===== config.mk =====
export PLATFORM = sky130hd
export DESIGN_NAME = fft_bitrev_reorder
export DESIGN_NICKNAME = d
export VERILOG_FILES = /design/src/rtl/fft_bitrev_reorder.sv
export SDC_FILE = /design/constraint.sdc
export NUM_CORES = 2
export LEC_CHECK = 0
export ABC_CLOCK_PERIOD_IN_PS = 8450
export BUFFER_PORTS_ARGS = -buffer_cell sky130_fd_sc_hd__buf_2
export CAP_MARGIN = 5
export CORE_ASPECT_RATIO = 1.5
export CORE_UTILIZATION = 35
export DETAILED_ROUTE_END_ITERATION = 10
export GPL_ROUTABILITY_DRIVEN = 0
export PLACE_DENSITY = 0.59
export SLEW_MARGIN = 15
export SYNTH_ARGS = -nofsm -noshare
export SYNTH_HDL_FRONTEND = slang
export SYNTH_SLANG_ARGS = --single-unit

===== constraint.sdc =====
create_clock -name clock -period 8.45 [get_ports clock]
set_clock_uncertainty 0.05 [all_clocks]
set_input_delay 2.1125 -clock clock [delete_from_list [all_inputs] [get_ports clock]]
set_output_delay 2.1125 -clock clock [all_outputs]
set_load 0.01 [all_outputs]

===== src/rtl/fft_bitrev_reorder.sv =====
`default_nettype none
// ============================================================================
//  Module   : fft_bitrev_reorder
//  Purpose  : Reorders 64-point FFT output from bit-reversed to natural bin
//             order. Each frame is written into one bank of a two-bank
//             ping-pong store at its bit-reversed address, then replayed
//             sequentially as a contiguous N-cycle burst.
//  Ports    : clock         - single clock, rising edge
//             reset         - asynchronous, active-low
//             di_en/re/im   - input samples (bit-reversed order)
//             do_en/re/im   - output samples (natural order), zero when idle
//  Revision : 1.0 - initial release
// ============================================================================
module fft_bitrev_reorder #(
    parameter int WIDTH = 16,
    parameter int LOG2N = 6
) (
    input  logic             clock,
    input  logic             reset,
    input  logic             di_en,
    input  logic [WIDTH-1:0] di_re,
    input  logic [WIDTH-1:0] di_im,
    output logic             do_en,
    output logic [WIDTH-1:0] do_re,
    output logic [WIDTH-1:0] do_im
);

    localparam int             N      = 1 << LOG2N;
    localparam logic [LOG2N-1:0] c_LAST = {LOG2N{1'b1}};

    typedef enum logic [0:0] {
        ST_IDLE = 1'b0,
        ST_READ = 1'b1
    } state_t;

    // Bank select is the address MSB: {bank, index}.
    logic [2*WIDTH-1:0] mem_q [0:2*N-1];

    logic [LOG2N-1:0]   wr_cnt_q;
    logic               wr_bank_q;
    logic [1:0]         full_q;
    logic [1:0]         full_d;
    state_t             state_q;
    logic [LOG2N-1:0]   rd_cnt_q;
    logic               rd_bank_q;
    logic               do_en_q;
    logic [WIDTH-1:0]   do_re_q;
    logic [WIDTH-1:0]   do_im_q;

    logic [LOG2N-1:0]   w_wr_addr;
    logic               w_wr_last;
    logic               w_rd_last;
    logic               w_other_full;
    logic [2*WIDTH-1:0] w_rd_word;

    for (genvar i = 0; i < LOG2N; i++) begin : g_bitrev
        assign w_wr_addr[i] = wr_cnt_q[LOG2N-1-i];
    end

    assign w_wr_last = di_en && (wr_cnt_q == c_LAST);
    assign w_rd_last = (state_q == ST_READ) && (rd_cnt_q == c_LAST);
    assign w_rd_word = mem_q[{rd_bank_q, rd_cnt_q}];

    // The next bank counts as ready if it was already full or its final
    // sample lands on this same edge; this keeps back-to-back bursts gap-free.
    assign w_other_full = full_q[~rd_bank_q] || (w_wr_last && (wr_bank_q != rd_bank_q));

    // Storage carries no reset; stale contents are never read because the
    // full flags gate readout.
    always_ff @(posedge clock) begin
        if (di_en) begin
            mem_q[{wr_bank_q, w_wr_addr}] <= {di_re, di_im};
        end
    end

    always_ff @(posedge clock or negedge reset) begin
        if (!reset) begin
            wr_cnt_q  <= '0;
            wr_bank_q <= 1'b0;
        end else if (di_en) begin
            wr_cnt_q <= wr_cnt_q + 1'b1;  // wraps to 0 after N-1
            if (w_wr_last) begin
                wr_bank_q <= ~wr_bank_q;
            end
        end
    end

    // Set and clear never target the same bank on one edge, so order is moot.
    always_comb begin
        full_d = full_q;
        if (w_rd_last) begin
            full_d[rd_bank_q] = 1'b0;
        end
        if (w_wr_last) begin
            full_d[wr_bank_q] = 1'b1;
        end
    end

    always_ff @(posedge clock or negedge reset) begin
        if (!reset) begin
            full_q <= 2'b00;
        end else begin
            full_q <= full_d;
        end
    end

    always_ff @(posedge clock or negedge reset) begin
        if (!reset) begin
            state_q   <= ST_IDLE;
            rd_cnt_q  <= '0;
            rd_bank_q <= 1'b0;
            do_en_q   <= 1'b0;
            do_re_q   <= '0;
            do_im_q   <= '0;
        end else begin
            case (state_q)
                ST_IDLE: begin
                    do_en_q <= 1'b0;
                    do_re_q <= '0;
                    do_im_q <= '0;
                    if (full_q[rd_bank_q]) begin
                        state_q  <= ST_READ;
                        rd_cnt_q <= '0;
                    end
                end
                ST_READ: begin
                    do_en_q              <= 1'b1;
                    {do_re_q, do_im_q}   <= w_rd_word;
                    rd_cnt_q             <= rd_cnt_q + 1'b1;
                    if (rd_cnt_q == c_LAST) begin
                        rd_bank_q <= ~rd_bank_q;
                        if (!w_other_full) begin
                            state_q <= ST_IDLE;
                        end
                    end
                end
                default: begin
                    state_q <= ST_IDLE;
                    do_en_q <= 1'b0;
                    do_re_q <= '0;
                    do_im_q <= '0;
                end
            endcase
        end
    end

    assign do_en = do_en_q;
    assign do_re = do_re_q;
    assign do_im = do_im_q;

endmodule
`default_nettype wire


* After elaboration in Yosys (flattened, before gate mapping) *
Memories as Yosys holds them, arrays and structs flattened.
Cells that the tools add are included.

word-level totals
  output and inout bits = 33
  memories kept = 1
  logic and storage cells = 56
  flip-flop bits (word level) = 50
  input port bits = 35
  bits in writable memories = 4,096

cells by class
  $lt $le $gt $ge = 5
  bitwise logic cells = 6
  reduce and logical (&&, ||, !) cells = 8
  multiplexer cells = 21
  equal/unequal tests = 4
  add/subtract/negate cells = 2

memory list
  memory  words  bits a word  rd ports  clocked after memory_dff  write ports  RTL line  text
  mem_q   128    32           1         0                         1            37        logic [2*WIDTH-1:0] mem_q [0:2*N-1];

operators with widths
  cell                                                      number
  one-hot mux 16 bit (2 select lines)                       2
  adder 6 x 1 -> 6 bit, second input constant               2
  == test 6 bit, second input constant                      2
  one-hot mux 6 bit (2 select lines)                        1
  two-way mux 1 bit                                         11
  < comparator 1 x 2 -> 1 bit, second input constant        3
  two-way mux 6 bit                                         1
  logical AND 1 bit                                         5
  two-way mux 2 bit                                         2
  one-hot mux 1 bit (2 select lines)                        2
  AND reduction 2 bit                                       2
  inverter 1 bit                                            3
  AND 2 bit                                                 1
  demux 1 bit (select 1 bit)                                2
  greater-or-equal comparator 1 bit, second input constant  2
  inequality test 2 bit, second input constant              1
  inverter 2 bit                                            1
  bitwise OR 2 bit                                          1
  logical OR 1 bit                                          1
  inequality test 1 bit                                     1

* Logic depth before layout (Yosys ltp) *
  word-level depth = 9
  gate-level depth with buffers = 11

* Least setup slack after synthesis *
No wires, ideal clock.

  kind = input to register
  start point = in di_en
  end point = mem mem_q[76][0] (netlist bit), enable pin
  setup slack = 2.952 ns
  arrival time = 4.986 ns
  stages = 3
  required time = 7.939 ns
  path buffers = 1
  path through = clkbuf_1 -> nand4_1 -> nor3_1

between the ends
  longest elaborated chain between the ends = 2

RTL lines
  item                                     RTL line  text
  start, declared                          20        input logic di_en,
  two-way mux 1 bit                        71        if (di_en) begin
  two-way mux 1 bit (not written as such)  72        mem_q[{wr_bank_q, w_wr_addr}] <= {di_re, di_im};
  end, declared                            37

No other way between the ends.

* Final worst setup path *
  start point = reg rd_cnt_q[0]
  end point = reg do_im_q[10] (netlist: do_im[10])

between the ends
  longest elaborated chain between the ends = 2

RTL lines
  item                                 RTL line  text
  start, declared                      44        logic [LOG2N-1:0] rd_cnt_q;
  start signal, assigned               129       rd_cnt_q <= rd_cnt_q + 1'b1;
  memory read (128 x 32 bit)           -
  one-hot mux 16 bit (2 select lines)  116       case (state_q)
  end signal, assigned                 128       {do_re_q, do_im_q} <= w_rd_word;
  end, declared                        48        logic [WIDTH-1:0] do_im_q;

No other way between the ends.
A chain may end at the register's enable or synchronous reset.

==> impl_metrics.tcl <==
set metrics [dict create \
    status "completed" \
    fp.dieArea_mm2 0.4570 \
    grt_pass1_wl_um 610700 \
    synth.most_common_cell "edfxtp_1" \
    hold_class "flop to flop" \
    intPower_uw 32340 \
    crit_family "simple AND/OR/NAND/NOR gates" \
    r2r.worst_path.cells 6 \
    htree_levels 5 \
    r2r_setup_slack_ns 3.27 \
    finalCriticalPeriod_ns 5.185 \
    power_density_mw_per_mm2 229.4 \
    synthToLayoutAreaGrowth_pct 12.76 \
    r2r_end "do_im[10]" \
    yosys-top-cells-area "edfxtp_1 (77%), mux4_2 (8.1%), mux2i_1 (7.1%), a22oi_1 (2.4%), dfrtp_1 (0.79%)" \
    max-vdd-ir-drop_mv 0.2012 \
    die_h_um 827.5 \
    syn_inst 7672 \
    vias 77460 \
    io_buffers 67 \
    path_depth 6 \
    ant_nets 0 \
    fp.dieW_um 552.3 \
    grt.total_usage_pct 18.87 \
    endpoint "do_im[10]" \
    synth_nets 7709 \
    synth_simple_gate_area_share_pct 1.577 \
    synth_xor_area_share_pct 0.05509 \
    cts_tree "built" \
    power.switching_uw 8783 \
    clock-root-buffer "clkbuf_16" \
    cp_max_fo 89 \
    worst_slew_pin_slew_ns 1.275 \
    wirelength_um 441800 \
    slowest_delay_ns 1.11 \
    yosys_warnings 0 \
    synth_top_family_by_area "multiplexers" \
    grt_max_degree 113 \
    startpoint "rd_cnt_q[0]" \
    synthMuxAreaShare_pct 15.18 \
    arrival_ns 5.92 \
    hold_violations 0 \
    p_sw_share_pct 21.36 \
    nets 7879 \
    wl_per_cell_um 31.39 \
    syn_area_per_cell_um2 20.72 \
    finalSetupTns_ns 0 \
    cts_hold_buf 0 \
    hpwl_um 266400 \
    firstDrtPassIters 6 \
    dpl-instance-area_mm2 0.1675 \
    cts_inserted_buffers 357 \
    crit_buf_inv 1 \
    setup_viol 0 \
    critPathSlowestCell "nor3_1" \
    cap_viol_max_count 0 \
    comb_power_share_pct 3.2 \
    viasPerCell 5.503 \
    synth_flop_cell "edfxtp_1" \
    post-route-util_pct 39.70 \
    r2r_start "rd_cnt_q[0]" \
    rsz0062_at_grt "false" \
    yosys_register_bits 4146 \
    clk_pin_slew_worst_paths_ns 0.07 \
    core_mm2 0.4515 \
    post_cts_buffers 0 \
    grt_pass1_vias 77590 \
    grt_overflow_total 0 \
    antenna_found_initial 37 \
    crit_path_start_kind "flop" \
    setup_ws_ns 3.265 \
    pre_cts_slack_ns 3.242 \
    synthDistinctLibCells 49 \
    setup.worst_path.class "flop to flop" \
    clock_sinks 4146 \
    pwr-share-seq_pct 56.3 \
    cts.path.max_buffers 4 \
    synth_compound_area_share_pct 3.544 \
    cts_resized 0 \
    cellLeakagePower_uw 0.06027 \
    synthAdderAreaFrac_pct 0.01574 \
    fin_crit_sh_pct 61.36 \
    synth_common_cells "edfxtp_1 (4,096), mux2i_1 (1,128), mux4_2 (570), a22oi_1 (509), clkbuf_1 (192)" \
    slew_viol_final 0 \
    worstPathCellList "buf_12 -> mux4_2 -> a22oi_1 -> nand4_1 -> nor3_1 -> a31oi_1" \
    yosysTopAreaCell "edfxtp_1" \
    endpoint_kind "flop" \
    drc 0 \
    fmaxAchievable_mhz 192.9 \
    crit_required_ns 9.19 \
    drive_gt1_share_pct 18.68 \
    row_count 302 \
    finalInstanceArea_mm2 0.1793 \
    ios 68 \
    synth.top_cell.area_share_pct 77.36 \
    drt_first_iter_violations 8797 \
    clock_latency_ns 0.96 \
    async_flop_share_pct 1.206 \
    syn_area_mm2 0.1590 \
    clockPowerShare_pct 40.5 \
    relSlewSlack_pct 14.12 \
    synth_edf_count 4096 \
    seq_area_frac_synth_pct 78.15 \
    start_util_pct 35.21 \
]
[worst reg2reg max path: stages, from the launching register on]
cell     delay [ns]
dfrtp_4        0.88
buf_12         0.63
mux4_2         0.79
a22oi_1        0.87
nand4_1        0.50
nor3_1         1.11
a31oi_1        0.19
[per-layer routing]
| layer | GRT usage (%) | share of wire (%) | vias up |
|---|---|---|---|
| li1 | - | - | 32190 |
| met5 | 0 | 0.015 | - |
| met2 | 32.10 | 50 | 3103 |
| met1 | 23.70 | 38 | 41490 |
| met3 | 2.317 | 6.4 | 665 |
| met4 | 9.811 | 5.9 | 10 |
[how the worst min path moves through the flow]
stage | from | to | slack (ns) | cells after the start
after floorplan | state_q | do_en | 0.41 | 0
after global placement | full_q[1] | full_q[1] | 0.44 | 1
after detailed placement | full_q[0] | full_q[0] | 0.47 | 2
after CTS | full_q[0] | full_q[0] | 0.50 | 2
after global routing | full_q[1] | full_q[1] | 0.51 | 1
final | full_q[0] | full_q[0] | 0.51 | 2
[power by group through the flow]
stage	logic (uW)	registers, uW	clock network, uW
floorplan	382	23500	0
global placement	1290	23600	0
detailed placement	1330	23600	0
CTS	1330	23200	16900
global route	1360	23200	17500
finish	1320	23200	16600
[kinds of logic (layout without fill, tap and decap cells)]
| group | after synthesis | count (layout) |
|---|---|---|
| compound gates | 819 | 819 |
| xor+xnor | 10 | 10 |
| fa+ha+maj | 2 | 2 |
| buf+inv | 452 | 900 |
| flops | 4146 | 4146 |
| mux | 1699 | 1699 |
| other cells | 0 | 28 |
| simple gates | 544 | 544 |
[area by class of cell]
cell class	instances	area, um^2
flip-flops and latches	4146	124300
inverters	3	12.51
diodes	28	70.07
clock buffers	432	9434
fillers	39480	272300
well taps	5928	7417
multi-input cells	3074	33500
repair buffers	260	2434
clock inverters	205	2141
[metrics by stage]
stage                     std cells  power (uW)  hold slack, ns
after floorplan                7672       23900          0.4089
after global placement        13390       24870          0.4370
after detailed placement      13410       24940          0.4660
after CTS                     14040       41350          0.4972
after global routing          14060       42050          0.5097
final                         14080       41120          0.5057
[flip-flops by register name (all words and copies together) (netlist names)]
signal / count
rd_cnt_q: 6
do_re: 16
wr_bank_q: 1
do_im: 16
mem_q: 4096
wr_cnt_q: 6
state_q: 1
full_q: 2
rd_bank_q: 1
do_en: 1
[cell usage in the layout, fill, tap and decap left out, types with 7 or more instances in the layout]
master / n
edfxtp_1: 4096
mux2i_1: 1128
mux4_2: 570
a22oi_1: 509
clkbuf_16: 364
buf_4: 186
nand3_1: 166
nand2_1: 126
nor2_4: 125
o21ai_0: 115
a21oi_1: 69
clkinv_2: 69
clkbuf_1: 61
clkinv_1: 55
dfrtp_1: 46
nand4_1: 39
bufinv_16: 37
a221oi_1: 35
buf_2: 35
a31oi_1: 32
o22ai_1: 31
diode_2: 28
buf_12: 26
nor3_1: 23
nor3_2: 15
clkinvlp_4: 15
o21ai_1: 14
buf_16: 12
inv_6: 10
nor2_1: 9
nor2b_1: 8
clkinv_4: 8
clkbuf_8: 7
(Power assumes the default switching activity.)
